### config.mk
export PLATFORM = sky130hd
export DESIGN_NAME = mm_fabric
export DESIGN_NICKNAME = d
export VERILOG_FILES = /design/src/rtl/plp_mm_pkg.sv /design/src/rtl/mm_region_dec.sv /design/src/rtl/mm_fabric.sv
export SDC_FILE = /design/constraint.sdc
export NUM_CORES = 1
export LEC_CHECK = 0
export ABC_AREA = 1
export BUFFER_PORTS_ARGS = -buffer_cell sky130_fd_sc_hd__buf_2
export CAP_MARGIN = 20
export CORE_AREA = 2 2 241 243
export CTS_BUF_LIST = sky130_fd_sc_hd__clkbuf_4
export CTS_CLUSTER_SIZE = 14
export DETAILED_ROUTE_END_ITERATION = 16
export DIE_AREA = 0 0 243 245
export SLEW_MARGIN = 30
export SYNTH_ARGS = -nofsm -noshare
export SYNTH_HDL_FRONTEND = slang
export SYNTH_SLANG_ARGS = --single-unit
### constraint.sdc
create_clock -name clk -period 9.2 [get_ports clk]
set_input_delay 1.84 -clock clk [delete_from_list [all_inputs] [get_ports clk]]
set_output_delay 1.84 -clock clk [all_outputs]
set_load 0.02 [all_outputs]
### src/rtl/plp_mm_pkg.sv
// ============================================================================
// Module : plp_mm_pkg
// Desc   : Default memory-map tables, FSM state and error cause codes for
//          mm_fabric.
// Rev    : 1.0  initial release
// ============================================================================
`default_nettype none

package plp_mm_pkg;

  localparam int MM_SLOTS = 12;

  // Slot 0 in the low word: rom, ram, uart..pmc (0xf0000000 + n*1MB), sseg.
  localparam logic [MM_SLOTS*32-1:0] MM_BASE = {
    32'hf0a0_0000, 32'hf080_0000, 32'hf070_0000, 32'hf060_0000,
    32'hf050_0000, 32'hf040_0000, 32'hf030_0000, 32'hf020_0000,
    32'hf010_0000, 32'hf000_0000, 32'h1000_0000, 32'h0000_0000
  };

  localparam logic [MM_SLOTS*32-1:0] MM_MASK = {
    {10{32'hfff0_0000}}, 32'hff00_0000, 32'hfff0_0000
  };

  typedef enum logic [1:0] {
    ST_IDLE   = 2'd0,
    ST_DECODE = 2'd1,
    ST_WAIT   = 2'd2,
    ST_RESP   = 2'd3
  } mm_state_e;

  typedef enum logic [1:0] {
    CAUSE_NONE     = 2'b00,
    CAUSE_UNMAPPED = 2'b01,
    CAUSE_TIMEOUT  = 2'b10
  } mm_cause_e;

  function automatic int mm_cnt_width(input int timeout);
    int w;
    w = $clog2(timeout + 1);
    if (w < 8)  w = 8;
    if (w > 16) w = 16;
    return w;
  endfunction

endpackage

`default_nettype wire

### src/rtl/mm_region_dec.sv
// ============================================================================
// Module : mm_region_dec
// Desc   : Combinational base/mask region match; lowest matching slot wins.
// Rev    : 1.0  initial release
// ============================================================================
`default_nettype none

module mm_region_dec
  import plp_mm_pkg::*;
#(
  parameter int                         NUM_SLAVES  = MM_SLOTS,
  parameter int                         IDX_W       = 4,
  parameter logic [NUM_SLAVES*32-1:0]   REGION_BASE = '0,
  parameter logic [NUM_SLAVES*32-1:0]   REGION_MASK = '0
) (
  input  logic [31:0]      i_addr,
  output logic             o_hit,
  output logic [IDX_W-1:0] o_idx
);

  logic [NUM_SLAVES-1:0] w_match;

  generate
    for (genvar g = 0; g < NUM_SLAVES; g++) begin : g_match
      assign w_match[g] = ((i_addr & REGION_MASK[g*32 +: 32]) == REGION_BASE[g*32 +: 32]);
    end
  endgenerate

  // Walk downwards so the lowest matching index is the last one written.
  always_comb begin
    o_hit = |w_match;
    o_idx = '0;
    for (int i = NUM_SLAVES - 1; i >= 0; i--) begin
      if (w_match[i]) o_idx = IDX_W'(i);
    end
  end

endmodule

`default_nettype wire

### src/rtl/mm_fabric.sv
// ============================================================================
// Module : mm_fabric
// Desc   : Registered memory-map fabric: region decode, req/ack slave handshake
//          with timeout. Optional error log enabled by defining MM_ERR_LOG_EN.
// Rev    : 1.0  initial release
// ============================================================================
`default_nettype none

module mm_fabric
  import plp_mm_pkg::*;
#(
  parameter int                         NUM_SLAVES  = 12,
  parameter int                         DATA_W      = 32,
  parameter logic [NUM_SLAVES*32-1:0]   REGION_BASE = MM_BASE,
  parameter logic [NUM_SLAVES*32-1:0]   REGION_MASK = MM_MASK,
  parameter int                         TIMEOUT     = 255
) (
  input  logic                         clk,
  input  logic                         rst,
  input  logic                         m_req,
  input  logic                         m_we,
  input  logic [31:0]                  m_addr,
  input  logic [DATA_W-1:0]            m_wdata,
  output logic [DATA_W-1:0]            m_rdata,
  output logic                         m_ack,
  output logic                         m_err,
  output logic [NUM_SLAVES-1:0]        s_sel,
  output logic                         s_we,
  output logic [31:0]                  s_addr,
  output logic [DATA_W-1:0]            s_wdata,
  input  logic [NUM_SLAVES*DATA_W-1:0] s_rdata,
  input  logic [NUM_SLAVES-1:0]        s_ack,
  output logic [31:0]                  err_addr,
  output logic [1:0]                   err_cause,
  output logic                         err_valid,
  input  logic                         err_clr
);

  localparam int               IDX_W     = (NUM_SLAVES > 1) ? $clog2(NUM_SLAVES) : 1;
  localparam int               CNT_W     = mm_cnt_width(TIMEOUT);
  localparam logic [CNT_W-1:0] TMO_LIMIT = CNT_W'(TIMEOUT);

  mm_state_e          r_state;
  logic [31:0]        r_addr;
  logic               r_we;
  logic [DATA_W-1:0]  r_wdata;
  logic [IDX_W-1:0]   r_idx;
  logic [CNT_W-1:0]   r_cnt;

  logic               w_hit;
  logic [IDX_W-1:0]   w_idx;
  logic               w_ack;
  logic               w_tmo;
  logic [DATA_W-1:0]  w_rdata;

  mm_region_dec #(
    .NUM_SLAVES  (NUM_SLAVES),
    .IDX_W       (IDX_W),
    .REGION_BASE (REGION_BASE),
    .REGION_MASK (REGION_MASK)
  ) u_dec (
    .i_addr (r_addr),
    .o_hit  (w_hit),
    .o_idx  (w_idx)
  );

  // Only the selected slave's ack and data are looked at.
  assign w_ack   = s_ack[r_idx];
  assign w_rdata = s_rdata[r_idx*DATA_W +: DATA_W];
  assign w_tmo   = (TIMEOUT != 0) && (r_cnt == TMO_LIMIT);

  always_ff @(posedge clk or posedge rst) begin
    if (rst) begin
      r_state <= ST_IDLE;
      r_addr  <= '0;
      r_we    <= 1'b0;
      r_wdata <= '0;
      r_idx   <= '0;
      r_cnt   <= '0;
      m_rdata <= '0;
      m_ack   <= 1'b0;
      m_err   <= 1'b0;
      s_sel   <= '0;
      s_we    <= 1'b0;
      s_addr  <= '0;
      s_wdata <= '0;
    end else begin
      m_ack <= 1'b0;
      case (r_state)
        ST_IDLE: begin
          if (m_req) begin
            r_addr  <= m_addr;
            r_we    <= m_we;
            r_wdata <= m_wdata;
            r_state <= ST_DECODE;
          end
        end
        ST_DECODE: begin
          if (w_hit) begin
            r_idx   <= w_idx;
            s_sel   <= NUM_SLAVES'(1) << w_idx;
            s_we    <= r_we;
            s_addr  <= r_addr & ~REGION_MASK[w_idx*32 +: 32];
            s_wdata <= r_wdata;
            r_cnt   <= '0;
            r_state <= ST_WAIT;
          end else begin
            m_ack   <= 1'b1;
            m_err   <= 1'b1;
            m_rdata <= '0;
            r_state <= ST_RESP;
          end
        end
        ST_WAIT: begin
          // A same-cycle ack takes precedence over the timeout.
          if (w_ack || w_tmo) begin
            s_sel   <= '0;
            s_we    <= 1'b0;
            s_addr  <= '0;
            s_wdata <= '0;
            m_ack   <= 1'b1;
            m_err   <= ~w_ack;
            m_rdata <= (w_ack && !r_we) ? w_rdata : '0;
            r_state <= ST_RESP;
          end else if (r_cnt != '1) begin
            r_cnt <= r_cnt + 1'b1;
          end
        end
        ST_RESP: r_state <= ST_IDLE;
        default: r_state <= ST_IDLE;
      endcase
    end
  end

`ifdef MM_ERR_LOG_EN
  logic       w_err_evt;
  logic [1:0] w_err_cause;

  assign w_err_evt   = ((r_state == ST_DECODE) && !w_hit) ||
                       ((r_state == ST_WAIT) && !w_ack && w_tmo);
  assign w_err_cause = (r_state == ST_DECODE) ? CAUSE_UNMAPPED : CAUSE_TIMEOUT;

  // A new error beats a same-cycle clear so it is never lost.
  always_ff @(posedge clk or posedge rst) begin
    if (rst) begin
      err_valid <= 1'b0;
      err_addr  <= '0;
      err_cause <= '0;
    end else if (w_err_evt && (!err_valid || err_clr)) begin
      err_valid <= 1'b1;
      err_addr  <= r_addr;
      err_cause <= w_err_cause;
    end else if (err_clr) begin
      err_valid <= 1'b0;
      err_addr  <= '0;
      err_cause <= '0;
    end
  end
`else
  logic w_unused_clr;
  assign w_unused_clr = err_clr;
  assign err_valid    = 1'b0;
  assign err_addr     = '0;
  assign err_cause    = '0;
`endif

endmodule

`default_nettype wire

# After elaboration in Yosys (flattened, before gate mapping)
# Index checks and enable logic that the tools add are counted.
[op_classes] add_sub_neg=1 magnitude_cmp=1 eq_ne=22 n_shift=3 n_mux=43 bitwise=3 reduce_logical=13
[ops] cell="$shiftx 384x10->32" n=1
[ops] cell="$shiftx 384x10->32 const A" n=1
[ops] cell="$mux 32" n=6
[ops] cell="$pmux 32 s2" n=3
[ops] cell="$eq 12x12->1 const B" n=10
[ops] cell="$mux 4" n=12
[ops] cell="$and 32x32->32" n=1
[ops] cell="$logic_not 32->1" n=1
[ops] cell="$not 32->32" n=1
[ops] cell="$mux 12" n=2
[ops] cell="$mux 8" n=3
[ops] cell="$pmux 12 s2" n=1
[ops] cell="$pmux 8 s2" n=1
[ops] cell="$reduce_or 12->1" n=1
[ops] cell="$shl 1x4->12 const A" n=1
[ops] cell="$ne 2x2->1 const B" n=5
[ops] cell="$add 8x1->8 const B" n=1
[ops] cell="$eq 8x5->1 const B" n=1
[ops] cell="$eq 8x8->1 const B" n=1
[ops] cell="$mux 1" n=8
[ops] cell="$ne 8x8->1 const B" n=1
[ops] cell="$pmux 2 s4" n=1
[ops] cell="$pmux 1 s2" n=3
[ops] cell="$reduce_and 2->1" n=3
[ops] cell="14 further kinds" n=17
[totals] ff_bits=190 in_bits=465 out_inout_bits=146 wordCells=99

# Logic depth before layout (Yosys ltp)
# Gate-level depths: netlist of run 1.
[depth] ltp_word=18 ltp_mapped=13 depth_no_buf=13

# Modules after synthesis
# A second synthesis of run 1 with hierarchy kept.
[unflattened] hier_cells=1673 area_unflattened_um2=11917.7
[by_module_without_submodules] mod="mm_fabric" n_inst=1 cells_per_inst=1612 area_per_inst_um2=11623.6 seq_area_each_um2=4754.6
[by_module_without_submodules] mod="mm_region_dec" n_inst=1 cells_per_inst=61 area_per_inst_um2=294.0 seq_area_each_um2=0.0

# Worst setup path before layout of run 1
# No wires, ideal clock.
[synth_timing] path_type="input to register" from="in s_ack[8]" to="reg m_rdata[0]" setup_time_ps=65 t_arrival_ps=2832 required_time_ps=9135 slack_ps=6303 path_stages=11 n_path_buf=2 cell_sequence="nor2_1 nor2_1 o21ai_1 o21ai_1 nand2_1 nand4_1 buf_4 nand2_2 buf_4 nand2_1 nand2_1"
[synth_between] elab_chain_len=6 word_cells_on_any_way=9 cone_classes="1 x eq/ne; 5 x mux; 3 x reduce/logical"
[synth_rtl] item="from (decl)" line_no="mm_fabric.sv:32" source="input logic [NUM_SLAVES-1:0] s_ack,"
[synth_rtl] item="$bmux 1 s4 *" line_no="mm_fabric.sv:68" source="assign w_ack = s_ack[r_idx];"
[synth_rtl] item="$mux 1 (implied by the code) *" line_no="mm_fabric.sv:68"
[synth_rtl] item="$logic_and 1x1->1" line_no="mm_fabric.sv:123" source="m_rdata <= (w_ack && !r_we) ? w_rdata : '0;"
[synth_rtl] item="$mux 32" line_no="mm_fabric.sv:123"
[synth_rtl] item="$mux 32" line_no="mm_fabric.sv:116" source="if (w_ack || w_tmo) begin"
[synth_rtl] item="$pmux 32 s2" line_no="mm_fabric.sv:89" source="case (r_state)"
[synth_rtl] item="to (signal assigned)" line_no="mm_fabric.sv:123"
[synth_rtl] item="to (decl)" line_no="mm_fabric.sv:24" source="output logic [DATA_W-1:0] m_rdata,"
# Every way passes the cells marked *; elsewhere a longest branch is shown, timed or not. The select of a mux whose other input is x is not followed.
# A chain may end at the register's enable or synchronous reset.

# Final worst setup path of run 1
[layout_timing] from="reg r_idx[3]" to="reg m_rdata[9]"
[layout_between] elab_chain_len=6 word_cells_on_any_way=10 cone_classes="1 x eq/ne; 1 x shift; 5 x mux; 3 x reduce/logical"
[layout_rtl] item="from (decl)" line_no="mm_fabric.sv:47" source="logic [IDX_W-1:0] r_idx;"
[layout_rtl] item="from (signal assigned)" line_no="mm_fabric.sv:100" source="r_idx <= w_idx;"
[layout_rtl] item="branches (longest 6 deep; another with $shiftx 384x10->32)"
# Several ways; the timed one is not identified. The select of a mux whose other input is x is not followed.

==> metrics.md, run 1 <==
| Metric | Value |
|---|---|
| Status | completed |
| Initial Util | around 20% |
| Warnings from Yosys | 0 |
| Final Setup Violations | 0 |
| Clock root cell | clkbuf_4 |
| Vias in the first global route | approximately 12k |
| Relative max-transition margin | 31.30% |
| Gr ovfl total | 0 |
| Final Hold Fails | 0 |
| Final #Nets | 2576 |
| Worst Path Required | ~10 ns |
| CP dominant cell by count | nand2_1 |
| GRT Util Overall | around 18% |
| Synthesized area per cell | 7.264 um2 |
| H-tree depth | 4 |
| CTS tree | done |
| Share of layout cells above drive strength 1 | approximately 34% |
| CP Data Arrival Time | just over 5 ns |
| Crit-path cells | inv_1 > nor2_1 > buf_4 > nand2_1 > nand4_1 > buf_4 > nand2_2 > nand2_1 > nand2_1 |
| Post-DP HPWL | ~42000 um |
| Post CTS Setup Buffer Count | 0 |
| Clock sinks | 190 |
| Netlist Area Pre-Place | 11750 um2 |
| LEAKAGE | slightly above 8 nW |
| Min cycle time layout | around 4.5 ns |
| Routed wire length on met3 | ~5000 um |
| Clk slew on worst S/H paths | approximately 0.2 ns |
| Hold-fix buffers at CTS | 0 |
| Initial DRC count | between 900 and 1k |
| Post-synth top cells | 459 x nand2_1, 243 x nor2_1, 190 x dfrtp_1, 180 x nand3_1, 118 x o21ai_0 |
| CP Capture Type | flop |
| CTS max path bufs | 2 |
| Fill cells | between 6k and 7k |
| Core region area | approximately 57000 um2 |
| Uppermost layer routed | met5 |
| Critical path type | flop to flop |
| Die Span X | roughly 240 um |
| Register area | 4765 um2 |
| Largest cells by area after synthesis | dfrtp_1 40%, nand2_1 15%, nor2_1 7.8%, nand3_1 7.7%, mux2_2 5.6% |
| Main flop type after synthesis | dfrtp_1 |
| Worst-Margin Slew | around 1.0 ns |
| Max VDD drop | around 0.22 mV |
| Clock Latency Late Sink | around 0.73 ns |
| DR WL met2 | approximately 26000 um |
| Hold path depth | 2 |
| Mapped Cells | 1617 |
| PostCTS Resize Cnt | 0 |
| First-pass GRT wire length | 79410 um |
| Die area | 59540 um2 |
| Core Rows | 88 |
| DP Worst Slack | ~4.7 ns |
| Synth cell types | 36 |
| Routed len/inst | about 19 um |
| Layout area overhead | 30.46% |
| Routed WL | between 50000 and 60000 um |
| Largest net degree at the start of global routing | around 130 |
| # DRC | 0 |
| Top-area cell type share of the netlist area | around two fifths |
| Antenna-violating nets left | 0 |
| Maxcap violations | 0 |
| Min-Delay Path Class | flop to flop |
| Buffers on Ports | between 500 and 600 |
| Max Slew Vio Count | 0 |
| Max FO, Critical Path | 37 |
| R2R depth | 9 |
| Wl on met1 | between 20000 and 25000 um |
| Slowest stage delay, CP | 1.04 ns |
| Initial antenna violation count | 34 |
| Crit path launch type | flop |
| Worst path slowest cell | dfrtp_2 |
| Sequential fraction of the synthesis area | between 40% and 50% |
| Gp weighted congestion | just over 0.9 |
| Synth async-reset ratio | 100.0% |
| Biggest area consumer among synthesized cells | dfrtp_1 |
| CTS Buf Count | 17 |
| Worst setup margin | 4.698 ns |
| Die Ht | between 200 and 250 um |
| Setup Skew | roughly 0.037 ns |
| Final period util | around half |
| Max frequency | roughly 220 MHz |
| Post-synthesis register bit count | 190 |
| Top-count cell post-synth | nand2_1 |
| Multi-input logic area | around 6000 um2 |
| Number of synthesized flops with an enable pin | 0 |
| Pwr Density | between 200 and 250 nW/um2 |
| DRT Pass-1 Iters | 5 |
| IO Pins | 611 |
| Via Count | about 13k |
| Vias per cell | 4.472 |
| Setup TNS | 0 ns |
| RSZ-0062 raised after global routing | false |
state kept, by name (all words and copies together), names as in the netlist:
| signal | count |
|---|---|
| r_state | 2 |
| r_idx | 4 |
| m_rdata | 32 |
| r_we | 1 |
| r_wdata | 32 |
| s_sel | 12 |
| s_addr | 32 |
| s_we | 1 |
| s_wdata | 32 |
| m_ack | 1 |
| r_cnt | 8 |
| r_addr | 32 |
| m_err | 1 |
layout make-up:
cell class | count | share of cell area (%)
Antenna cell | 15 | 0.2449
Clock buffer | 19 | 0.9308
Clock inverter | 13 | 0.6940
Inverter | 40 | 1.094
Multi-Input combinational cell | 1270 | 40.21
Sequential cell | 190 | 31.09
Tap cell | 765 | 6.246
Timing Repair Buffer | 587 | 19.49
kinds of logic (layout without fill, tap and decap cells):
logic type	count (synthesis)	after routing	share of synthesized area, %
AND/OR/NAND/NOR	926	926	32.84
multiplexers	58	58	5.560
adder cells (fa/ha/maj)	5	5	0.5326
other	1	50	0.03193
XOR/XNOR	5	5	0.3728
flip-flops	190	190	40.48
AO/OA/AOI/OAI	241	241	11.77
buffers and inverters	191	659	8.415
layout by cell type, fill, tap and decap left out, types with 2 or more instances in the layout:
cell	synthesis	routed
nand2_1	459	458
nand3_2	3	3
xor2_1	4	4
o21ai_0	118	118
clkinv_1	0	2
ha_1	5	5
inv_2	9	8
nand3_1	180	179
nor2_1	243	242
diode_2	0	15
dfrtp_4	0	2
dfrtp_1	190	186
inv_6	0	6
inv_1	31	30
mux2_2	58	58
nor3_1	6	6
o211ai_1	18	18
dfrtp_2	0	2
o22ai_1	14	14
a21oi_1	23	23
nand3b_1	2	2
buf_4	41	11
nor4_1	3	3
o221ai_1	18	18
nand2_2	13	13
inv_8	0	2
nor2_2	6	7
conb_1	1	35
clkbuf_4	0	19
clkinv_4	0	2
a22oi_1	14	14
clkinvlp_4	0	2
nand4_1	6	6
o21ai_1	35	35
buf_2	58	574
final timing paths:
path	startpoint	endpoint	slack (ns)
min	r_addr[18]	s_addr[18]	0.48
max reg2reg	r_idx[3]	m_rdata[9]	4.70
max	r_idx[3]	m_rdata[9]	4.70
min in group asynchronous	rst	s_addr[5]	1.18
min reg2reg	r_addr[18]	s_addr[18]	0.48
max in group asynchronous	rst	r_idx[0]	6.85
per-layer routing:
layer / track usage (%) / up-vias
met5: 0 / -
met4: 4.818 / 20
met3: 5.970 / 99
met2: 29.80 / 585
met1: 22.54 / 5998
li1: - / 6262
critical path: cells and delay by family, from the launching register on:
kind / cells / cell delay [ns]
AND/OR/NAND/NOR: 6 / 1.74
buffers and inverters: 3 / 1.57
flip-flops: 1 / 1.04
through the flow:
stage          total power [mW]  cell area [um2]  hold slack, ns  instances  util [%]
2_1_floorplan             2.515            11870          0.4364       1651         -
3_3_place_gp              3.071            15000          0.4451       2851     26.30
3_5_place_dp              3.113            15020          0.4466       2852     26.34
4_1_cts                   3.600            15270          0.4732       2884     26.77
5_1_grt                   3.821            15300          0.4758       2891     26.83
6_report                  3.519            15320          0.4760       2899     26.87
power by group:
group / switching, mW / leakage, nW / total [mW] / internal (mW)
Sequential: 0.186 / 2.42 / 1.32 / 1.13
Combinational: 1.16 / 5.50 / 1.74 / 0.576
Clock: 0.342 / 0.134 / 0.461 / 0.120
Total: 1.69 / 8.05 / 3.52 / 1.83
Note: power is estimated with default switching activity, not from simulation.
==> run 2: changes to the inputs <==
--- a/config.mk
+++ b/config.mk
@@ -8,11 +8,11 @@
 export ABC_AREA = 1
 export BUFFER_PORTS_ARGS = -buffer_cell sky130_fd_sc_hd__buf_2
 export CAP_MARGIN = 20
-export CORE_AREA = 2 2 241 243
+export CORE_AREA = 2 2 239 241
 export CTS_BUF_LIST = sky130_fd_sc_hd__clkbuf_4
 export CTS_CLUSTER_SIZE = 14
 export DETAILED_ROUTE_END_ITERATION = 16
-export DIE_AREA = 0 0 243 245
+export DIE_AREA = 0 0 241 243
 export SLEW_MARGIN = 30
 export SYNTH_ARGS = -nofsm -noshare
 export SYNTH_HDL_FRONTEND = slang
==> constraint.sdc (replaced) <==
create_clock -name clk -period 3.8 [get_ports clk]
set_input_delay 0.76 -clock clk [delete_from_list [all_inputs] [get_ports clk]]
set_output_delay 0.76 -clock clk [all_outputs]
set_load 0.02 [all_outputs]
==> metrics.md, run 2 (same netlist as run 1, synthesis figures left out) <==
| Metric | Value |
|---|---|
| Status | completed |
| Die Ht | ~240 um |
| Final #Nets | between 2k and 3k |
| Worst-Margin Slew | 0.8869 ns |
| CTS Buf Count | 17 |
| CTS max path bufs | 2 |
| Final Cell Area | about 15000 um2 |
| CP Capture Type | flop |
| Buffers on Ports | 574 |
| Clk slew on worst S/H paths | 0.19 ns |
| DP Worst Slack | just under 0.7 ns |
| Largest net degree at the start of global routing | 104 |
| Setup TNS | 0 ns |
| Maxcap violations | 0 |
| Core region area | between 50000 and 60000 um2 |
| Core Rows | 87 |
| Post CTS Setup Buffer Count | 0 |
| H-tree depth | 4 |
| Vias per cell | ~4.5 |
| Crit path launch type | flop |
| Post-DP HPWL | 42660 um |
| Antenna-violating nets left | 0 |
| Gr ovfl total | 0 |
| Max Slew Vio Count | 0 |
| IO Pins | ~600 |
| Worst setup margin | roughly 0.73 ns |
| LEAKAGE | about 8.1 nW |
| Commonest non-fill, non-tap cell in the layout | buf_2 |
| Layout area overhead | 31.93% |
| Tot Pwr | between 8 and 9 mW |
| DRT Pass-1 Iters | 5 |
| Die Span X | between 200 and 250 um |
| Relative max-transition margin | 40.67% |
| CP Data Arrival Time | between 3 and 4 ns |
| # DRC | 0 |
| Die area | approximately 59000 um2 |
| Critical path type | flop to flop |
| Final Setup Violations | 0 |
| CTS tree | done |
| Clock sinks | 190 |
| Min cycle time layout | slightly above 3 ns |
| Via Count | 12.95k |
| First-pass GRT wire length | about 79000 um |
| Initial Util | 20.99% |
| Share of layout cells above drive strength 1 | 34.30% |
| Max FO, Critical Path | 33 |
| Max frequency | about 330 MHz |
| RSZ-0062 raised after global routing | false |
| Fill cells | approximately 6.3k |
| Gp weighted congestion | around 0.91 |
| Min-Delay Path Class | primary input to flop |
| Max VDD drop | 0.4906 mV |
| Placed standard-cell area | roughly 15000 um2 |
| Setup Skew | roughly 0.05 ns |
| Routed WL | between 50000 and 60000 um |
| R2R depth | 7 |
| Initial antenna violation count | 34 |
| Final Hold Fails | 0 |
| Pwr Density | about 560 nW/um2 |
| Routed len/inst | roughly 19 um |
| Vias in the first global route | roughly 12k |
| Clock Latency Late Sink | 0.77 ns |
| GRT Util Overall | between 10% and 20% |
| Worst Path Required | roughly 4.5 ns |
| Initial DRC count | approximately 920 |
| Final period util | between 80% and 90% |
| Clock root cell | clkbuf_4 |
| Commonest non-fill, non-tap cells in the layout | 574 x buf_2, 458 x nand2_1, 242 x nor2_1 |
| Hold path depth | 2 |
run 2: cell types whose count changed in the layout (fill, tap and decap cells not counted), sizes merged:
cell / change
diode: +1
clkbuf: -2
dlygate4sd3: +1
bufinv: +1
buf: +11
clkinv: +2
clkinvlp: -1
run 2: through the flow:
stage	util, %	hold WS [ns]	cells
2_1_floorplan	-	0.4364	1651
3_3_place_gp	27.01	0.4441	2854
3_5_place_dp	27.02	0.4510	2854
4_1_cts	27.61	0.1020	2887
5_1_grt	27.67	0.1138	2897
6_report	27.70	0.2158	2903
run 2: routing by layer:
metal	share of wire, %	wire [um]	track usage (%)
met5	0.24	134	0
met4	2.3	1306	5.392
met3	9.4	5275	6.391
met2	47	26040	29.94
met1	41	23140	23.07
run 2: power breakdown:
part / total, mW / internal (mW) / switching, mW
Combinational: 4.27 / 1.42 / 2.85
Clock: 1.29 / 0.374 / 0.914
Sequential: 3.15 / 2.74 / 0.414
Total: 8.71 / 4.53 / 4.18
run 2: timing repair:
action,in CTS,in global routing
hold buffers,1,0
gates resized for setup,0,0
endpoints found under the hold margin,17,0
run 2: final timing paths:
path	slack (ns)	start	to
max	0.73	r_idx[2]	m_rdata[21]
min	0.22	m_wdata[2]	r_wdata[2]
max reg2reg	0.73	r_idx[2]	m_rdata[21]
min reg2reg	0.47	r_wdata[28]	s_wdata[28]
max in group asynchronous	2.30	rst	r_idx[0]
min in group asynchronous	0.54	rst	s_addr[31]
run 2: worst max-delay path, cell delays in order (launching register included):
cell     delay [ns]
dfrtp_2        0.57
buf_4          0.47
nand3_1        0.31
nand3_2        0.18
nand4_1        0.38
nand2_2        0.84
nand2_1        0.12
nand2_1        0.11
run 2: layout make-up:
type / instances / area (um2) / share of cell area [%]
Multi-Input combinational cell: 1270 / 6167 / 39.79
Clock inverter: 15 / 192.7 / 1.243
Sequential cell: 190 / 4765 / 30.74
Tap cell: 756 / 945.9 / 6.104
Timing Repair Buffer: 599 / 3100 / 20.01
Inverter: 40 / 158.9 / 1.025
Antenna cell: 16 / 40.04 / 0.2584
Clock buffer: 17 / 127.6 / 0.8235
==> run 3: changes to the inputs <==
--- a/config.mk
+++ b/config.mk
@@ -5,14 +5,14 @@
 export SDC_FILE = /design/constraint.sdc
 export NUM_CORES = 1
 export LEC_CHECK = 0
-export ABC_AREA = 1
+export ABC_AREA = 0
 export BUFFER_PORTS_ARGS = -buffer_cell sky130_fd_sc_hd__buf_2
 export CAP_MARGIN = 20
-export CORE_AREA = 2 2 239 241
+export CORE_AREA = 2 2 238 240
 export CTS_BUF_LIST = sky130_fd_sc_hd__clkbuf_4
 export CTS_CLUSTER_SIZE = 14
 export DETAILED_ROUTE_END_ITERATION = 16
-export DIE_AREA = 0 0 241 243
+export DIE_AREA = 0 0 240 242
 export SLEW_MARGIN = 30
 export SYNTH_ARGS = -nofsm -noshare
 export SYNTH_HDL_FRONTEND = slang
==> constraint.sdc (replaced) <==
create_clock -name clk -period 2.8 [get_ports clk]
set_input_delay 0.56 -clock clk [delete_from_list [all_inputs] [get_ports clk]]
set_output_delay 0.56 -clock clk [all_outputs]
set_load 0.02 [all_outputs]
==> metrics.md, run 3 <==
| Metric | Value |
|---|---|
| Crit-path cells | buf_12 > mux2i_1 > a221oi_4 > nand2_1 > buf_4 > nand4_1 > buf_4 > nand3_4 > buf_6 > a22o_1 |
| Max Slew Vio Count | 0 |
| Biggest area consumer among synthesized cells | dfrtp_1 |
| Routed len/inst | roughly 22 um |
| Core region area | ~56000 um2 |
| Maxcap violations | 0 |
| Post-Synth XOR/XNOR Area | 0.08199% |
| IO Pins | around 610 |
| Hold WS | about 0.33 ns |
| Netlist Area Pre-Place | between 10000 and 15000 um2 |
| Largest family of logic cells by synthesized area | multiplexers |
| Layout area overhead | 47.00% |
| Post-Synth Adder-Cell Area | less than 1% |
| Clock sinks | 190 |
| Clock Latency Late Sink | 0.73 ns |
| H-tree depth | 4 |
| Routed WL | between 40000 and 50000 um |
| CTS max path bufs | 2 |
| Sw frac | approximately 43% |
| Die Span X | around 240 um |
| Largest net degree at the start of global routing | 74 |
| Final Setup Violations | 0 |
| Buffers on Ports | roughly 570 |
| Fill cells | a little under 6k |
| Critical path type | flop to flop |
| Top-count cell post-synth | dfrtp_1 |
| Clock root cell | clkbuf_4 |
| GRT Util Overall | approximately 16% |
| Setup Skew | 0.03225 ns |
| Final period util | 94.24% |
| Vias in the first global route | a little over 10k |
| RSZ-0062 raised after global routing | false |
| Multi-input logic area | between 5000 and 6000 um2 |
| Warnings from Yosys | 0 |
| Clk slew on worst S/H paths | ~0.16 ns |
| Min-Delay Path Class | primary input to flop |
| Post-DP HPWL | roughly 38000 um |
| CP Data Arrival Time | roughly 3.3 ns |
| Int Pwr | approximately 7.2 mW |
| Gp weighted congestion | approximately 1.0 |
| CP Capture Type | flop |
| Main flop type after synthesis | dfrtp_1 |
| Top-area cell type share of the netlist area | ~45% |
| Via Count | 10.08k |
| Synth cell types | 47 |
| Commonest non-fill, non-tap cell in the layout | buf_2 |
| DRT Pass-1 Iters | 5 |
| Die Ht | 242 um |
| Sequential fraction of the synthesis area | about 45% |
| Relative max-transition margin | around 45% |
| Die area | a little under 60000 um2 |
| Clk pwr share | 12.8% |
| Final Hold Fails | 0 |
| Share of layout cells above drive strength 1 | 57.83% |
| Worst Path Required | around 3.4 ns |
| LEAKAGE | 7.446 nW |
| # DRC | 0 |
| Simple logic cell fraction of the synthesized area | 4.076% |
| Switch Pwr | between 5 and 6 mW |
| Largest cells by area after synthesis | dfrtp_1 45%, mux4_2 21%, a22o_1 8.4%, mux2_2 7.1%, mux2i_1 3.3% |
| Gr ovfl total | 0 |
| Max VDD drop | ~0.38 mV |
| Core Rows | a little under 90 |
| Worst-Margin Slew | 0.8290 ns |
| Comb pwr share | 51.0% |
| CTS Buf Count | 17 |
| Antenna-violating nets left | 0 |
| Synth async-reset ratio | 100.0% |
| CTS tree | done |
| Vias per cell | approximately 4.5 |
| Pwr Density | 797.7 nW/um2 |
| Register area | 4765 um2 |
| Synthesized area per cell | 13.56 um2 |
| Mapped Cells | roughly 800 |
| Post-synth top cells | 190 x dfrtp_1, 102 x a22o_1, 98 x mux4_2, 67 x mux2_2, 43 x buf_4 |
| Post-synthesis mux area share | a little under a third |
| Number of synthesized flops with an enable pin | 0 |
| Final Cell Area | 15700 um2 |
| Initial antenna violation count | 28 |
| Cell family with most CP delay | compound AO/OA/AOI/OAI gates |
| CP dominant cell by count | buf_4 |
| Post-synthesis register bit count | 190 |
| Commonest non-fill, non-tap cells in the layout | 574 x buf_2, 186 x dfrtp_1, 102 x a22o_1 |
| First-pass GRT wire length | roughly 68000 um |
| Final #Nets | 1907 |
| Placed standard-cell area | 14600 um2 |
| Min cycle time layout | between 2 and 3 ns |
| Status | completed |
| Worst path slowest cell | dfrtp_4 |
| Slowest stage delay, CP | 0.52 ns |
| Max frequency | 379.0 MHz |
| Buf/Inv on CP | 4 |
| Setup TNS | 0 ns |
| Initial DRC count | slightly below 600 |
| Initial Util | a little under a fifth |
| Crit path launch type | flop |
| Max FO, Critical Path | 13 |
| Reg power frac | around 36% |
| Compound-gate portion of the synthesized area | 13.01% |
run 3: changes by cell type after synthesis, moves of 38 or more:
cell     change
a22o_1     +102
nand3_1    -177
o21ai_0    -111
mux4_2      +98
nor2_1     -236
buf_2       -38
nand2_1    -441
run 3: power by group through the flow:
| stage | sequential [mW] | combinational (mW) | clock (mW) |
|---|---|---|---|
| 2_1_floorplan | 5.11 | 3.18 | 0 |
| 3_3_place_gp | 4.53 | 6.07 | 0 |
| 3_5_place_dp | 4.58 | 6.22 | 0 |
| 4_1_cts | 4.53 | 6.31 | 1.72 |
| 5_1_grt | 4.67 | 6.85 | 1.82 |
| 6_report | 4.54 | 6.39 | 1.60 |
run 3: timing repair:
action                     in CTS  in global routing
hold endpoints to repair       81                  0
gates cloned                    0                  2
hold buffers                   66                  0
resized for setup               0                  6
setup buffers                   2                  3
setup endpoints to repair      76                 72
pin swaps                       2                  1
run 3: metal layers:
layer,up-vias,routed length [um],track usage [%]
li1,4337,-,-
met1,5114,19920,19.99
met2,534,22130,25.71
met3,82,4504,5.743
met4,14,1191,5.444
met5,-,83,0
run 3: through the flow:
step / total power, mW / utilization, % / worst slack (ns) / cells
after floorplan: 8.292 / - / -0.2085 / 822
after global placement: 10.60 / 26.18 / -0.3444 / 2100
final: 12.53 / 28.18 / 0.1613 / 2221
after CTS: 12.56 / 27.91 / -0.01088 / 2200
after global routing: 13.33 / 28.13 / 0.03498 / 2211
after detailed placement: 10.80 / 26.19 / -0.05520 / 2101
run 3: cell type report:
class	instances	share of cell area, %
diodes	16	0.2550
clock buffers	17	0.8127
clock inverters	14	0.9800
inverters	40	0.9800
multi-input cells	491	34.35
flip-flops and latches	190	30.34
well taps	756	6.023
repair buffers	697	26.26
run 3: kinds of logic after synthesis:
group / Yosys count
xor+xnor: 1
fa+ha+maj: 5
flops: 190
compound gates: 175
other cells: 1
buf+inv: 141
simple gates: 75
mux: 200
run 3: worst paths after layout:
path,from,to,slack [ns],depth (start not counted)
worst max-delay path,r_idx[0],s_sel[9],0.16,10
worst min-delay path,m_req,r_state[0],0.33,4
worst max register to register,r_idx[0],s_sel[9],0.16,10
worst min register to register,s_addr[27],s_addr[27],0.50,1
max in group asynchronous,rst,s_sel[11],1.63,4
min in group asynchronous,rst,s_wdata[13],0.39,3
run 3: tightest hold or removal path: cells and delay by family:
family | cells | cell delay (ns)
compound gates | 2 | 0.19
simple gates | 1 | 0.16
buf+inv | 1 | 0.12
